[config.mk]
export PLATFORM = sky130hd
export DESIGN_NAME = flag_stack
export DESIGN_NICKNAME = d
export VERILOG_FILES = /design/src/rtl/flag_stack.sv
export SDC_FILE = /design/constraint.sdc
export NUM_CORES = 1
export LEC_CHECK = 0
export CAP_MARGIN = 30
export CELL_PAD_IN_SITES_DETAIL_PLACEMENT = 1
export CELL_PAD_IN_SITES_GLOBAL_PLACEMENT = 2
export CORE_ASPECT_RATIO = 1.4
export CORE_MARGIN = 3
export CORE_UTILIZATION = 30
export CTS_CLUSTER_DIAMETER = 100
export DETAILED_ROUTE_END_ITERATION = 6
export PLACE_DENSITY_LB_ADDON = 0.1
export SETUP_SLACK_MARGIN = 0.1
export SYNTH_ARGS = -nofsm -noshare
export SYNTH_HDL_FRONTEND = slang
export SYNTH_SLANG_ARGS = --single-unit
export TNS_END_PERCENT = 10
[constraint.sdc]
create_clock -name clk -period 6.3 [get_ports clk]
set_clock_uncertainty 0.15 [all_clocks]
set_input_delay 1.26 -clock clk [delete_from_list [all_inputs] [get_ports clk]]
set_output_delay 1.26 -clock clk [all_outputs]
set_load 0.05 [all_outputs]
[src/rtl/flag_stack.sv]
// Bank of live 1-bit flags with a LIFO of saved flag contexts.
// Push saves the pre-edge flags, pop restores them; misuse sets a sticky error.
module flag_stack #(
  parameter int NFLAGS = 3,
  parameter int DEPTH  = 4,
  parameter int LW     = $clog2(DEPTH + 1)
) (
  input  logic              clk,
  input  logic              rst,
  input  logic [NFLAGS-1:0] write,
  input  logic [NFLAGS-1:0] in,
  input  logic              push,
  input  logic              pop,
  input  logic              clr_err,
  output logic [NFLAGS-1:0] flag_out,
  output logic [LW-1:0]     level,
  output logic              full,
  output logic              empty,
  output logic              err
);

  localparam int AW = (DEPTH > 1) ? $clog2(DEPTH) : 1;

  logic [NFLAGS-1:0] flags_q, flags_d;
  logic [LW-1:0]     level_q, level_d;
  logic              err_q, err_d;
  logic [NFLAGS-1:0] stk_q [DEPTH];

  logic [NFLAGS-1:0] written;
  logic [AW-1:0]     wr_idx, top_idx, store_idx;
  logic              do_store;
  logic              full_w, empty_w;

  assign full_w  = (level_q == LW'(DEPTH));
  assign empty_w = (level_q == '0);
  assign wr_idx  = AW'(level_q);
  assign top_idx = AW'(level_q - LW'(1));
  assign written = (flags_q & ~write) | (in & write);

  always_comb begin
    flags_d   = written;
    level_d   = level_q;
    err_d     = err_q & ~clr_err;
    do_store  = 1'b0;
    store_idx = wr_idx;
    if (push && pop && !empty_w) begin
      // Swap live flags with the top context; writes are dropped.
      flags_d   = stk_q[top_idx];
      do_store  = 1'b1;
      store_idx = top_idx;
    end else if (push) begin
      if (!full_w) begin
        do_store = 1'b1;
        level_d  = level_q + LW'(1);
      end else begin
        err_d = 1'b1;
      end
    end else if (pop) begin
      if (!empty_w) begin
        flags_d = stk_q[top_idx];
        level_d = level_q - LW'(1);
      end else begin
        err_d = 1'b1;
      end
    end
  end

  always_ff @(posedge clk or negedge rst) begin
    if (!rst) begin
      flags_q <= '0;
      level_q <= '0;
      err_q   <= 1'b0;
    end else begin
      flags_q <= flags_d;
      level_q <= level_d;
      err_q   <= err_d;
    end
  end

  // Context storage needs no reset: entries at or above level are never observed.
  always_ff @(posedge clk) begin
    if (do_store) stk_q[store_idx] <= flags_q;
  end

  assign flag_out = flags_q;
  assign level    = level_q;
  assign full     = full_w;
  assign empty    = empty_w;
  assign err      = err_q;

endmodule

==> results of run 1 <==
==> registers in the layout, indices dropped and copies added, names as in the netlist <==
name	flops
level	3
stk_q	12
err	1
flag_out	3
==> layout make-up <==
class	count	area share, %
Sequential cell	19	41.23
Tap cell	40	3.854
Clock buffer	3	3.179
Inverter	5	1.830
Multi-Input combinational cell	57	34.87
Clock inverter	1	0.3854
Timing Repair Buffer	19	14.64
==> logic make-up (layout without fill, tap and decap cells) <==
family          after synthesis  in the layout  synth area share [%]
xor+xnor                      2              2                 1.640
simple gates                 26             26                 14.75
fa+ha+maj                     3              3                 3.513
compound gates               19             19                 12.41
buf+inv                      12             28                 7.493
mux                           7              7                 10.07
flops                        19             19                 50.12
==> power by group through the flow <==
stage	Clock, mW	Sequential [mW]	Combinational [mW]
2_1_floorplan	0	0.295	0.232
3_3_place_gp	0	0.245	0.374
3_5_place_dp	0	0.246	0.377
4_1_cts	0.0848	0.244	0.378
5_1_grt	0.0941	0.255	0.401
6_report	0.0821	0.243	0.371
==> cells in the mapped netlist (2+ instances only) <==
cell | instances | area [sq um]
nand2_1 | 2 | 7.510
dfrtp_1 | 7 | 175.2
nand3_1 | 4 | 20.02
nor2b_1 | 3 | 18.77
o21ai_0 | 2 | 10.01
a21oi_1 | 4 | 20.02
mux2i_1 | 4 | 40.04
and2_2 | 2 | 15.01
o21ai_1 | 3 | 15.01
ha_1 | 3 | 37.54
a32oi_1 | 2 | 17.52
xnor2_1 | 2 | 17.52
edfxtp_1 | 12 | 360.4
buf_2 | 3 | 15.01
nor2_1 | 4 | 15.01
buf_4 | 2 | 15.01
nor3_1 | 3 | 15.01
mux4_2 | 3 | 67.56
and2_1 | 2 | 12.51
inv_1 | 4 | 15.01
==> per-stage QoR <==
| step | instances | cell area (sq um) | total power, mW | utilization, % | setup slack [ps] |
|---|---|---|---|---|---|
| global placement | 140 | 1252 | 0.6190 | 36.73 | 2775 |
| CTS | 144 | 1299 | 0.7068 | 38.09 | 2463 |
| finish | 144 | 1299 | 0.6964 | 38.09 | 2497 |
| global route | 144 | 1299 | 0.7507 | 38.09 | 2304 |
| detailed placement | 140 | 1252 | 0.6230 | 36.73 | 2722 |
| floorplan | 88 | 1069 | 0.5272 | - | 3265 |
==> worst register-to-register path, delay by kind of cell (launching register included) <==
kind | cells | cell delay, ps
flip-flops | 1 | 550
AO/OA/AOI/OAI | 1 | 170
buffers and inverters | 1 | 170
AND/OR/NAND/NOR | 2 | 700
adder cells (fa/ha/maj) | 1 | 430
==> layout by cell type, fill, tap and decap left out, drive strengths merged, types with 2 or more instances in the layout <==
master | Yosys | final
xnor2 | 2 | 2
nor2b | 3 | 3
clkbuf | 0 | 3
inv | 5 | 5
nand2 | 2 | 2
a21oi | 4 | 4
a32oi | 2 | 2
edfxtp | 12 | 12
ha | 3 | 3
and2 | 4 | 4
mux2i | 4 | 4
dfrtp | 7 | 7
clkdlybuf4s50 | 0 | 19
o21ai | 5 | 5
nor2 | 4 | 4
or3 | 2 | 2
nand3 | 4 | 4
nor3 | 3 | 3
mux4 | 3 | 3
==> worst max path at each step <==
stage                         start                     to  cells past startpoint
2_1_floorplan  level[0]$_DFFE_PN0P_                   full                      5
3_3_place_gp                   push  stk_q[2][2]$_DFFE_PP_                      4
3_5_place_dp                    pop  stk_q[3][2]$_DFFE_PP_                      4
4_1_cts        level[0]$_DFFE_PN0P_                  empty                      5
5_1_grt        level[0]$_DFFE_PN0P_                  empty                      5
6_report       level[0]$_DFFE_PN0P_                  empty                      5
==> layer usage <==
metal | GRT usage, % | vias up | share of wire [%]
met4 | 4.276 | 0 | 1.3
li1 | - | 355 | -
met1 | 15.20 | 350 | 42
met3 | 2.034 | 4 | 2.4
met2 | 20.02 | 9 | 54
met5 | 0 | - | 0
==> qor.yml, run 1 <==
status: "finished, final reports clean"
grt_pass1_vias: 759
numCtsBuffers: 3
fill_cells: 362
cts_hold_buf: 0
grt_pass1_wl_um: 3919
yosysUniqueCellTypes: 37
crit_type: "reg2out"
slew_headroom_pct: 59.19
grt_usage_pct: 11.96
grt.overflow.total: 0
drc_errors: 0
dp_hpwl_um: 1798
p_per_area_nw_per_um2: 536.2
final_nets: 119
rsz0062_at_grt: "no"
period_share_pct: 60.37
crit_buf_inv: 3
finalHoldViolCount: 0
synthArstFlopShare_pct: 36.84
vias: 718
rows: 25
drv_slew: 0
synthesis.area_per_instance_sq_um: 12.14
cts_sinks: 19
min-delay-start: "err$_DFF_PN0_"
antenna_found_initial: 0
ios: 20
power.switching_uw: 311.4
portBuffers: 19
max_freq_ghz: 0.2629
antenna_left: 0
switching_share_pct: 44.71
cts_tree: "yes"
crit_fanout: 9
vias_per_cell: 4.986
drv_cap: 0
drtIter0Drc: 26
cts-root-buf: "clkbuf_8"
hold_end: "err$_DFF_PN0_"
clk_pin_slew_ps: 70
worstPathArrival_ps: 2390
first_pass_iters: 4
initial_utilization_pct: 31.34
core-area_sq_um: 3410
syn_area_sq_um: 1069
start_kind: "flop"
synth-seq-cells: 19
r2r-end: "stk_q[2][1]$_DFFE_PP_"
gp_congestion: 0.7140
drive_gt1_share_pct: 13.46
whs_ps: 391.9
cts_htree_levels: 1
setup_tns_ps: 0
post_cts_resized: 0
ys_seq_area_share_pct: 50.12
internal-power_uw: 385.0
syn-num-nets: 102
irDropWorstVdd_v: 0.0002288
seqPwrFrac_pct: 34.9
clockBufferDepth: 2
grt_max_degree: 20
post_cts_buffers: 0
routedWlPerCell_um: 16.00
syn_to_final_growth_pct: 21.55
hp-class: "reg2reg"
crit_chain: "inv_1, ha_1, nand2b_4, inv_6, clkdlybuf4s50_1"
regArea_sq_um: 535.5
max_stage_delay_ps: 800
period_needed_ps: 3803
synth_ff_type: "edfxtp_1"
synth_edf_count: 12
setup_viol: 0
postRouteWirelength_um: 2304
p_comb_share_pct: 53.3
yosys_warnings: 0
critPathSlowestCell: "clkdlybuf4s50_1"
dieArea_sq_um: 4324
dieHeight_um: 76.62
die_w_um: 56.44
critPathTopFamily: "buffers and inverters"
min_path_cells: 2
required_ps: 4890
worstMarginPinSlew_ps: 610.2
leakagePower_nw: 0.4838
rr_worst_depth: 5
diodes: 0
r2r_start: "level[0]$_DFFE_PN0P_"
power_frac_clock_pct: 11.8
ff2ff_setup_slack_ps: 3770
multi_input_area_sq_um: 452.9
synthCells: 88
clkLatencyLatePin_ps: 250
cp-end-kind: "output pin"
No activity file was read; power rests on OpenSTA's default activity.
==> run 2, diff against run 1 <==
==> constraint.sdc (replaced) <==
create_clock -name clk -period 3.7 [get_ports clk]
set_clock_uncertainty 0.15 [all_clocks]
set_input_delay 0.74 -clock clk [delete_from_list [all_inputs] [get_ports clk]]
set_output_delay 0.74 -clock clk [all_outputs]
set_load 0.05 [all_outputs]
==> qor.yml, run 2 (synthesis results as in run 1) <==
syn_to_final_growth_pct: 22.25
required_ps: 2810  # -2080 ps
crit_fanout: 9  # unchanged
design_power_total_mw: 1.183  # +70%
met1_length_um: 894  # -8.2%
core-area_sq_um: 3410  # unchanged
dieArea_sq_um: 4324  # unchanged
initial_utilization_pct: 31.34  # unchanged
power_frac_clock_pct: 11.9  # about the same
largest_reg_flops: 12  # unchanged
rsz0062_at_grt: "no"
drv_slew: 0  # unchanged
antenna_left: 0  # unchanged
grt.overflow.total: 0  # unchanged
postRouteWirelength_um: 2265  # -1.7%
period_share_pct: 89.05
fill_cells: 372  # +2.8%
gp_congestion: 0.7349  # +2.9%
max_freq_ghz: 0.3035
start_kind: "flop"
crit_type: "reg2out"
numCtsBuffers: 3  # unchanged
grt_pass1_wl_um: 3870  # -1.3%
final_nets: 120  # +0.84%
final_common_cell: "clkdlybuf4s50_1"
period_needed_ps: 3295
finalHoldViolCount: 0  # unchanged
top_layer_used: "met4"
routedWlPerCell_um: 15.62  # -2.4%
vias: 736  # +2.5%
ios: 20  # unchanged
portBuffers: 19  # unchanged
status: "finished, final reports clean"
wl_met2_um: 1269  # +1.8%
setup_slack_ps: 405.2  # -2092 ps
worstMarginPinSlew_ps: 584.7  # -25.50 ps
drv_cap: 0  # unchanged
drtIter0Drc: 13  # -50%
power.switching_uw: 527.3  # +69%
worstPathArrival_ps: 2400  # about the same
cp-end-kind: "output pin"
post_cts_buffers: 0  # unchanged
cts_htree_levels: 1  # unchanged
dieHeight_um: 76.62  # unchanged
leakagePower_nw: 0.4886  # +0.99%
grt_usage_pct: 11.71  # -0.25 points
grt_max_degree: 20  # unchanged
clockBufferDepth: 2  # unchanged
antenna_found_initial: 0  # unchanged
clk_pin_slew_ps: 70  # about the same
cts_tree: "yes"
regMostFlops: "stk_q"
internal-power_uw: 656.0  # +70%
first_pass_iters: 4  # unchanged
grt_pass1_vias: 770  # +1.4%
p_per_area_nw_per_um2: 905.9  # +69%
die_w_um: 56.44  # unchanged
vias_per_cell: 5.076  # +1.8%
dp_hpwl_um: 1828  # +1.7%
cts_sinks: 19  # unchanged
diodes: 0  # unchanged
layout_common_cells: "19 x clkdlybuf4s50_1, 12 x edfxtp_1, 7 x dfrtp_1"
cts-root-buf: "clkbuf_8"
switching_share_pct: 44.56  # -0.15 points
seqPwrFrac_pct: 34.5  # -0.4 points
drc_errors: 0  # unchanged
slew_headroom_pct: 60.90  # +1.7 points
wl_met3_um: 61  # +11%
irDropWorstVdd_v: 0.0003794  # +66%
clkLatencyLatePin_ps: 250  # about the same
rows: 25  # unchanged
setup_tns_ps: 0  # unchanged
hp-class: "reg2reg"
setup_viol: 0  # unchanged
pre_cts_slack_ps: 649.3  # -2072 ps
post_cts_resized: 0  # unchanged
drive_gt1_share_pct: 14.29  # +0.82 points
p_comb_share_pct: 53.6  # +0.3 points
cts_hold_buf: 0  # unchanged
## run 2: cell types whose count changed in the layout (fill, tap and decap cells not counted), sizes merged
| cell | before | now |
|---|---|---|
| buf | 0 | 1 |
## run 2: final cells by class
type / count / area [sq um] / share of cell area, %
repair buffers: 20 / 197.7 / 15.13
inverters: 5 / 23.77 / 1.820
clock inverters: 1 / 5.005 / 0.3831
clock buffers: 3 / 41.29 / 3.161
well taps: 40 / 50.05 / 3.831
multi-input cells: 57 / 452.9 / 34.67
flip-flops and latches: 19 / 535.5 / 41.00
## run 2: worst paths after layout
check | slack, ps | endpoint | depth (start not counted) | start
min in group asynchronous | 620 | err$_DFF_PN0_ | 1 | rst
min | 410 | err$_DFF_PN0_ | 2 | err$_DFF_PN0_
max | 410 | empty | 5 | level[0]$_DFFE_PN0P_
max in group asynchronous | 2510 | flag_out[0]$_DFF_PN0_ | 1 | rst
min reg2reg | 410 | err$_DFF_PN0_ | 2 | err$_DFF_PN0_
max reg2reg | 1130 | stk_q[2][1]$_DFFE_PP_ | 5 | level[0]$_DFFE_PN0P_
## run 2: power by group through the flow
stage / combinational (mW) / clock (mW) / sequential, mW
after floorplan: 0.395 / 0 / 0.503
after global placement: 0.639 / 0 / 0.417
after detailed placement: 0.644 / 0 / 0.418
after CTS: 0.646 / 0.146 / 0.414
after global routing: 0.686 / 0.160 / 0.431
final: 0.634 / 0.141 / 0.409
## run 2: through the flow
step	instances	cell area, sq um	util (%)	hold WS, ps
global route	145	1306	38.31	425.8
global placement	141	1260	36.95	378.5
CTS	145	1306	38.31	408.7
floorplan	88	1069	-	294.4
detailed placement	141	1260	36.95	394.3
finish	145	1306	38.31	408.5
## run 2: worst max-delay path, stage by stage, from the launching register on
cell,delay [ps]
dfrtp_1,500
inv_1,190
ha_1,410
nand2b_4,150
inv_6,90
clkdlybuf4s50_1,800
## run 2: layer usage
layer  vias to the layer above  track usage (%)
met5                         -                0
met4                         0            4.988
met3                         5            1.864
met2                        12            21.18
met1                       364            13.16
li1                        355                -
